### src/rtl/pulse_cdc_sched_pkg.sv
// rtl/pulse_cdc_sched_pkg.sv - shared types and helpers for pulse_cdc_sched
// Contents: scheduler state enum, select-width helper (clog2 floored at 1).
package pulse_cdc_sched_pkg;

  typedef enum logic [1:0] {
    IDLE  = 2'd0,
    ISSUE = 2'd1,
    HOLD  = 2'd2
  } state_t;

  // Width needed to index n items; never returns 0 so n=1/2 still get a bus.
  function automatic int sel_w(input int n);
    return (n <= 2) ? 1 : $clog2(n);
  endfunction

endpackage

### src/rtl/pulse_cdc_sched_rr_arbiter.sv
// rtl/pulse_cdc_sched_rr_arbiter.sv - combinational round-robin pick among nonzero counters
// Ports:
//   req         in  N_REQ  requester has pending events
//   ptr         in  SEL_W  last served index; search starts at ptr+1
//   grant_idx   out SEL_W  winning index (0 when nothing pending)
//   grant_valid out 1      some request is set
module rr_arbiter
  import pulse_cdc_sched_pkg::*;
#(
  parameter  int N_REQ = 4,
  localparam int SEL_W = sel_w(N_REQ)
) (
  input  logic [N_REQ-1:0] req,
  input  logic [SEL_W-1:0] ptr,
  output logic [SEL_W-1:0] grant_idx,
  output logic             grant_valid
);

  int               idx;
  logic [SEL_W-1:0] idx_s;

  // Walk offsets from farthest to nearest so the closest requester after
  // ptr is the last one written and therefore wins.
  always_comb begin
    grant_idx   = '0;
    grant_valid = 1'b0;
    idx         = 0;
    idx_s       = '0;
    for (int off = N_REQ; off >= 1; off--) begin
      idx = int'(ptr) + off;
      if (idx >= N_REQ) begin
        idx = idx - N_REQ;
      end
      idx_s = SEL_W'(idx);
      if (req[idx_s]) begin
        grant_idx   = idx_s;
        grant_valid = 1'b1;
      end
    end
  end

endmodule

### src/rtl/pulse_cdc_sched.sv
// rtl/pulse_cdc_sched.sv - round-robin scheduler sharing one pulse CDC channel among N_REQ sources
// Ports:
//   i_clk          in  1      source-domain clock
//   i_rst          in  1      asynchronous active-high reset
//   i_req_pulse    in  N_REQ  single-cycle event pulses, one bit per requester
//   i_clr_overflow in  1      clears all overflow flags
//   o_pulse        out 1      one-cycle pulse into the toggle-based pulse CDC
//   o_sel          out SEL_W  index served by the current/most recent pulse
//   o_pending_any  out 1      registered OR of all counters nonzero
//   o_overflow     out N_REQ  sticky saturation flags
// Build option: PULSE_CDC_SCHED_OVF_EN enables the sticky overflow flags;
// without it o_overflow is 0 and counters saturate silently.
module pulse_cdc_sched
  import pulse_cdc_sched_pkg::*;
#(
  parameter  int N_REQ   = 4,
  parameter  int CNT_W   = 4,
  parameter  int MIN_GAP = 6,
  localparam int SEL_W   = sel_w(N_REQ)
) (
  input  logic             i_clk,
  input  logic             i_rst,
  input  logic [N_REQ-1:0] i_req_pulse,
  input  logic             i_clr_overflow,
  output logic             o_pulse,
  output logic [SEL_W-1:0] o_sel,
  output logic             o_pending_any,
  output logic [N_REQ-1:0] o_overflow
);

  localparam int               GAP_W    = sel_w(MIN_GAP);
  localparam logic [CNT_W-1:0] CNT_MAX  = '1;
  // ISSUE and the final IDLE cycle take two of the MIN_GAP slots; HOLD
  // spends MIN_GAP-2 cycles counting GAP_LOAD down to zero.
  localparam logic [GAP_W-1:0] GAP_LOAD = GAP_W'(MIN_GAP - 3);
  localparam logic [SEL_W-1:0] PTR_RST  = SEL_W'(N_REQ - 1);

  state_t           state_q, state_d;
  logic [N_REQ-1:0] nz;
  logic [N_REQ-1:0] sat;
  logic [SEL_W-1:0] ptr_q;
  logic [SEL_W-1:0] win_idx;
  logic             win_valid;
  logic [GAP_W-1:0] gap_q;
  logic             load_sel;
  logic             issue;

  rr_arbiter #(.N_REQ(N_REQ)) u_arb (
    .req         (nz),
    .ptr         (ptr_q),
    .grant_idx   (win_idx),
    .grant_valid (win_valid)
  );

  always_ff @(posedge i_clk or posedge i_rst) begin
    if (i_rst) begin
      state_q <= IDLE;
    end else begin
      state_q <= state_d;
    end
  end

  always_comb begin
    state_d = state_q;
    case (state_q)
      IDLE:    if (win_valid) state_d = ISSUE;
      ISSUE:   state_d = HOLD;
      HOLD:    if (gap_q == '0) state_d = IDLE;
      default: state_d = IDLE;
    endcase
  end

  always_comb begin
    load_sel = (state_q == IDLE) && win_valid;
    issue    = (state_q == ISSUE);
  end

  // o_sel moves only when a new winner is latched, so it is settled a
  // cycle before o_pulse and holds until the next IDLE->ISSUE edge.
  always_ff @(posedge i_clk or posedge i_rst) begin
    if (i_rst) begin
      o_sel         <= '0;
      ptr_q         <= PTR_RST;
      gap_q         <= '0;
      o_pulse       <= 1'b0;
      o_pending_any <= 1'b0;
    end else begin
      if (load_sel) begin
        o_sel <= win_idx;
      end
      if (issue) begin
        ptr_q <= o_sel;
        gap_q <= GAP_LOAD;
      end else if ((state_q == HOLD) && (gap_q != '0)) begin
        gap_q <= gap_q - 1'b1;
      end
      o_pulse       <= issue;
      o_pending_any <= |nz;
    end
  end

  for (genvar i = 0; i < N_REQ; i++) begin : g_cnt
    logic [CNT_W-1:0] cnt;
    logic             inc;
    logic             dec;

    assign inc    = i_req_pulse[i];
    assign dec    = issue && (o_sel == SEL_W'(i));
    assign sat[i] = inc && !dec && (cnt == CNT_MAX);
    assign nz[i]  = (cnt != '0);

    always_ff @(posedge i_clk or posedge i_rst) begin
      if (i_rst) begin
        cnt <= '0;
      end else if (inc && !dec && !sat[i]) begin
        cnt <= cnt + 1'b1;
      end else if (dec && !inc) begin
        cnt <= cnt - 1'b1;
      end
    end
  end

`ifdef PULSE_CDC_SCHED_OVF_EN
  // A saturation in the same cycle as a clear keeps its flag set.
  always_ff @(posedge i_clk or posedge i_rst) begin
    if (i_rst) begin
      o_overflow <= '0;
    end else begin
      o_overflow <= (i_clr_overflow ? '0 : o_overflow) | sat;
    end
  end
`else
  logic unused_ovf;
  assign unused_ovf = i_clr_overflow ^ (|sat);
  assign o_overflow = '0;
`endif

endmodule

### config.mk
export PLATFORM = sky130hd
export DESIGN_NAME = pulse_cdc_sched
export DESIGN_NICKNAME = d
export VERILOG_FILES = /design/src/rtl/pulse_cdc_sched_pkg.sv /design/src/rtl/pulse_cdc_sched_rr_arbiter.sv /design/src/rtl/pulse_cdc_sched.sv
export SDC_FILE = /design/constraint.sdc
export NUM_CORES = 1
export LEC_CHECK = 0
export ABC_CLOCK_PERIOD_IN_PS = 3200
export CORE_MARGIN = 1.5
export CORE_UTILIZATION = 61
export CTS_BUF_LIST = sky130_fd_sc_hd__clkbuf_16
export DETAILED_ROUTE_END_ITERATION = 16
export PLACE_DENSITY_LB_ADDON = 0.1
export SYNTH_ARGS = -nofsm -noshare
export SYNTH_HDL_FRONTEND = slang
export SYNTH_HIERARCHICAL = 1
export SYNTH_SLANG_ARGS = --single-unit
### constraint.sdc
create_clock -name i_clk -period 3.2 [get_ports i_clk]
set_input_delay 0.32 -clock i_clk [delete_from_list [all_inputs] [get_ports i_clk]]
set_output_delay 0.32 -clock i_clk [all_outputs]
set_load 0.005 [all_outputs]
==> results of run 1 <==
-- report_power, final --
group	total (mW)	leakage (nW)	switching (mW)	internal, mW
Combinational	0.832	0.470	0.379	0.453
Sequential	0.777	0.311	0.248	0.529
Clock	0.274	0.0423	0.107	0.167
-- logic make-up after synthesis --
kind of cell	count (synthesis)	share of synthesized area, %
AO/OA/AOI/OAI	25	10.9
buffers and inverters	12	3.77
adder cells (fa/ha/maj)	14	12.4
other	1	0.226
flip-flops	27	40.8
XOR/XNOR	12	6.33
multiplexers	17	11.1
AND/OR/NAND/NOR	38	14.5
-- final cells by class --
class,count,area [sq um],area share (%)
well taps,30,37.5,2.04
repair buffers,9,90.1,4.90
clock inverters,1,3.75,0.204
clock buffers,3,75.1,4.08
multi-input cells,110,931,50.6
inverters,6,22.5,1.23
flip-flops and latches,27,678,36.9
-- worst max-delay path by stage --
stage	startpoint	to	slack, ns	cells past startpoint
finish	state_q[0]$_DFFE_PP0P_	g_cnt[0].cnt[3]$_DFFE_PP0P_	0.75	7
global route	state_q[0]$_DFFE_PP0P_	g_cnt[0].cnt[3]$_DFFE_PP0P_	0.60	7
CTS	state_q[0]$_DFFE_PP0P_	g_cnt[0].cnt[3]$_DFFE_PP0P_	0.76	7
detailed placement	state_q[0]$_DFFE_PP0P_	g_cnt[0].cnt[3]$_DFFE_PP0P_	0.77	7
global placement	state_q[0]$_DFFE_PP0P_	g_cnt[0].cnt[3]$_DFFE_PP0P_	0.84	7
floorplan	state_q[1]$_DFFE_PP0P_	g_cnt[0].cnt[3]$_DFFE_PP0P_	1.20	7
-- routing by layer --
metal	GRT usage (%)	routed length, um	vias to the layer above
met4	6.91	42	0
met5	0	0	-
met3	4.30	102	8
li1	-	-	545
met2	33.5	1310	27
met1	25.0	1210	550
-- layout by cell type (no fill, tap or decap), drive strengths merged, types with 5 or more instances in the layout --
cell and n:
or4 6, inv 7, clkdlybuf4s50 9, a21oi 10, nand2b 5, xor2 12
nand2 10, mux2 11, dfrtp 25, ha 10, mux2i 6
-- sequential cells by signal, summed over array words and instances, names as in the netlist --
register       count
o_pending_any      1
ptr_q              2
o_sel              2
g_cnt.cnt         16
o_pulse            1
gap_q              3
state_q            2
-- cell usage after synthesis --
| cell | n |
|---|---|
| dfrtp_1 | 25 |
| xor2_1 | 12 |
| mux2_1 | 11 |
| ha_1 | 10 |
| nand2_1 | 10 |
| a21oi_1 | 9 |
| inv_1 | 6 |
| mux2i_1 | 6 |
| nand2b_1 | 5 |
| buf_4 | 4 |
| fa_1 | 4 |
| nand4_1 | 4 |
| o21ai_1 | 4 |
| or4_1 | 4 |
| a21o_1 | 3 |
| a211oi_1 | 2 |
| buf_2 | 2 |
| dfstp_2 | 2 |
| nand3_1 | 2 |
| nand3b_1 | 2 |
| nor2_1 | 2 |
| or4_4 | 2 |
| a2111o_1 | 1 |
| a21o_2 | 1 |
| a21oi_2 | 1 |
| a31oi_1 | 1 |
| and2b_1 | 1 |
| conb_1 | 1 |
| nand4b_1 | 1 |
| nand4bb_1 | 1 |
| nor3b_2 | 1 |
| nor4b_1 | 1 |
| o211ai_2 | 1 |
| o221ai_2 | 1 |
| o311ai_2 | 1 |
| or2_1 | 1 |
| or3_1 | 1 |
-- worst max-delay path: cells and delay by family, from the launching register on --
kind / cells / cell delay, ns
AOI/OAI and AO/OA: 3 / 0.80
xor gates and xnor gates: 1 / 0.16
adders and majority gates: 1 / 0.32
DFF: 1 / 0.61
muxes: 1 / 0.23
and+or+nand+nor: 1 / 0.26
==> metrics, run 1 <==
outcome finished, final reports clean; hold wc startpoint ptr_q[0]$_DFFE_PP1P_; Final Hold Vio Count 0; GR Overflow Total 0; die height between 50 and 60 um; RePlAce Congestion around 0.8; Seq/Total Area, Yosys 40.8%; Setup WS pre-CTS 0.775 ns; Final #Nets between 150 and 200; Tot Pwr 1.88 mW; Peak VDD IR 735 uV; Setup CP Type register to register; Worst-Skew Late Latency 0.26 ns; HPWL Detailed 1950 um; worst reg2reg startpoint state_q[0]$_DFFE_PP0P_; Final period util between 70 and 80%; vias per cell 6.08; Synth top area share 37.7%; Initial Util 65.8%; Setup WS post-layout 0.754 ns; total number of vias 1130; CP Max Fanout 13; Syn Inst Count between 100 and 150; Pins Over Slew Limit 0; flop and latch count out of synthesis 27; startpoint types register; Clock H-tree levels 1; Clock Skews around 0.0045 ns; Max Cap Viol 0; top cell type by total area after synthesis dfrtp_1; I/O pins 15; Synth Warn # 6; CTS Sinks 27; I/O Buffers 9; slowest CP cell dfrtp_1; Layout Cells excl Fill 186; Reg clk slew, reported paths 0.06 ns; CTS tree built; first-pass GRT wire length 4260 um; antenna violations before repair 0; share of layout cells above drive strength 1 8.33%; Setup TNS 0 ns; largest net degree at the start of global routing 28; CP max stage delay 0.61 ns; RSZ-0062 raised after global routing no; CTS buffer count 3; postcts setup bufs 0; ANT nets after route 0; Hold Path Cell Cnt 2; dpl cell area 0.00176 sq mm; Routed Wire Length 2660 um; r2r setup slk roughly 0.75 ns; Die W 55.2 um; Overall Global Routing Usage a little under 20%; CTS Root Buffer Type clkbuf_16; worst hold slack 0.485 ns; CP cell instances nand2b_1, o311ai_2, ha_1, a21o_1, a21oi_1, mux2i_1, xor2_1; core area 0.00252 sq mm; DRT Pass-1 Iters 4; Finished Core Util 72.9%; DR WL/cell 14.3 um; clk buf depth 2; DIE AREA between 0.003 and 0.004 sq mm; Synth Area per Inst 11.4 sq um; pwr dens 1020 mW/mm^2; Tightest Pin Transition around 1 ns; Hold Crit Class register to register; filler instances 183; CP Capture Type register; Mapped Area about 0.0017 sq mm; Netlist cell types 37; vias in the first global route 997; number of remaining DRC errors 0; fmax between 400 and 500 MHz; ANT cells 0; # setup viols final 0; Post-CTS Hold Fix Bufs 0; capturing point of the worst reg2reg path g_cnt[0].cnt[3]$_DFFE_PP0P_; DR iter-0 viols 13; Placed Cells 182; Slew headroom roughly a third; row count 18; Worst Path Required 3.38 ns; fin crit period about 2.4 ns; static leakage 0.824 nW; post-CTS sizing 0; Final Instance Area 0.00184 sq mm; reg2reg path depth 7; crit path DAT around 2.6 ns; Area Overhead vs Synth 10.7%; Endpoint, Worst Hold ptr_q[0]$_DFFE_PP1P_; leading post-synthesis cells by cell area dfrtp_1 38%, ha_1 7.5%, mux2_1 7.5%
Power figures use the tool's default switching activity.
==> run 2, diff against run 1 <==
Settings changed: ABC_CLOCK_PERIOD_IN_PS 3200 to 2200, CORE_UTILIZATION 61 to 51.
Clock period 3.2 ns to 2.2 ns, I/O delays scaled along.
==> metrics, run 2 (synthesized netlist as in run 1, its figures left out) <==
outcome finished, final reports clean; ANT nets after route 0 (unchanged); row count 20 (+2); RSZ-0062 raised after global routing no; ANT cells 0 (unchanged); Final Hold Vio Count 0 (unchanged); Post-CTS Hold Fix Bufs 0 (unchanged); CTS tree built; Clock Skews 0.00157 ns (-0.00289 ns); DR iter-0 viols 30 (+17); antenna violations before repair 0 (unchanged); commonest non-fill, non-tap cell in the layout dfrtp_1; vias per cell 5.51 (-9.2%); startpoint types register; CP Capture Type register; CP Max Fanout 4 (-9); clk buf depth 2 (unchanged); Worst Path Required 2.38 ns (-1.00 ns); CTS buffer count 3 (unchanged); filler instances 265 (+45%); GR Overflow Total 0 (unchanged); Setup TNS 0 ns (unchanged); # setup viols final 0 (unchanged); Hold Crit Class primary input to asynchronous set/reset pin; die height 60.1 um (+8.9%); DIE AREA 0.00361 sq mm (+18%); I/O pins 15 (unchanged); Max Cap Viol 0 (unchanged); Layout Cells excl Fill 210 (+13%); Routed Wire Length 2880 um (+8.1%); CTS Root Buffer Type clkbuf_16; static leakage 0.871 nW (+5.8%); Finished Core Util 62.7% (-10 points); Biggest register g_cnt.cnt; core area 0.00308 sq mm (+22%); Pins Over Slew Limit 0 (unchanged); slowest CP cell dfrtp_1; Peak VDD IR 671 uV (-8.8%); DR WL/cell 13.7 um (-4.2%); I/O Buffers 9 (unchanged); area of the multi-input gates 931 sq um (unchanged); Overall Global Routing Usage 19.5% (-0.33 points); total number of vias 1158 (+2.5%); most frequent cells in the layout 25 x dfrtp_1, 12 x xor2_1, 11 x mux2_1; RePlAce Congestion 0.704 (-12%); Tot Pwr 2.86 mW (+52%); first-pass GRT wire length 5280 um (+24%); number of remaining DRC errors 0 (unchanged); register area 678 sq um (unchanged); Final period util 92.6% (+16 points); CP delay by family, top compound AO/OA/AOI/OAI gates; crit path DAT 2.22 ns (-0.41 ns); CTS Sinks 27 (unchanged); Final #Nets 188 (+5.6%); DRT Pass-1 Iters 4 (unchanged); Largest register FFs 16 (unchanged); HPWL Detailed 2210 um (+13%); postcts setup bufs 0 (unchanged); Worst-Skew Late Latency 0.26 ns (about the same); fmax 491 MHz (+20%); CP max stage delay 0.41 ns (-0.20 ns); Setup CP Type register to register; WP buf/inv 0 (unchanged); fin crit period 2.04 ns (-0.408 ns); share of layout cells above drive strength 1 13.9% (+5.5 points); vias in the first global route 1210 (+21%); largest net degree at the start of global routing 28 (unchanged); pwr dens 1480 mW/mm^2 (+45%); Reg clk slew, reported paths 0.06 ns (about the same); Area Overhead vs Synth 16.3%; CP cell instances nand4bb_1, nand3_1, ha_1, a21o_2, a2111o_1, o21ai_1, xor2_1; Die W 60.1 um (+8.9%); Clock H-tree levels 1 (unchanged); Regs by FF count g_cnt.cnt (16), gap_q (3); Initial Util 53.9% (-12 points); post-CTS sizing 0 (unchanged); Placed Cells 206 (+13%)
## run 2: metal layers
layer  track usage, %  wire length, um  vias to the layer above  share of wire, %
met3             2.60               69                        6               2.4
met5                0                0                        -                 0
met4             6.98               42                        0               1.5
met1             24.8             1250                      569                44
met2             33.7             1510                       18                53
li1                 -                -                      565                 -
## run 2: layout make-up
| type | instances | share of cell area [%] |
|---|---|---|
| clock buffers | 3 | 3.89 |
| flip-flops and latches | 27 | 35.1 |
| inverters | 6 | 1.17 |
| multi-input cells | 110 | 48.2 |
| clock inverters | 1 | 0.194 |
| repair buffers | 19 | 8.55 |
| well taps | 44 | 2.85 |
## run 2: where the power goes
group | switching, mW | internal, mW | leakage, nW
Combinational | 0.653 | 0.739 | 0.518
Sequential | 0.294 | 0.771 | 0.311
Clock | 0.159 | 0.243 | 0.0423
## run 2: through the flow
step / area (sq um) / hold slack [ns] / worst slack (ns)
2_1_floorplan: 1670 / 0.271 / 0.197
3_3_place_gp: 1850 / 0.471 / 0.181
3_5_place_dp: 1850 / 0.482 / 0.126
4_1_cts: 1930 / 0.323 / 0.163
5_1_grt: 1930 / 0.360 / 0.0348
6_report: 1930 / 0.308 / 0.162
## run 2: tightest hold or removal path, stage by stage
cell and delay [ns]:
clkdlybuf4s50_1 0.39, inv_1 0.05, buf_4 0.31
## run 2: path summary, 6_finish.rpt
kind,slack (ns),start,endpoint,cells after the start
worst max-delay path,0.16,state_q[1]$_DFFE_PP0P_,g_cnt[2].cnt[3]$_DFFE_PP0P_,7
worst min-delay path,0.31,i_rst,g_cnt[0].cnt[0]$_DFFE_PP0P_,3
worst max register to register,0.16,state_q[1]$_DFFE_PP0P_,g_cnt[2].cnt[3]$_DFFE_PP0P_,7
worst min register to register,0.49,g_cnt[1].cnt[3]$_DFFE_PP0P_,g_cnt[1].cnt[3]$_DFFE_PP0P_,1
max in group asynchronous,1.59,i_rst,ptr_q[0]$_DFFE_PP1P_,3
min in group i_clk,0.49,g_cnt[1].cnt[3]$_DFFE_PP0P_,g_cnt[1].cnt[3]$_DFFE_PP0P_,1
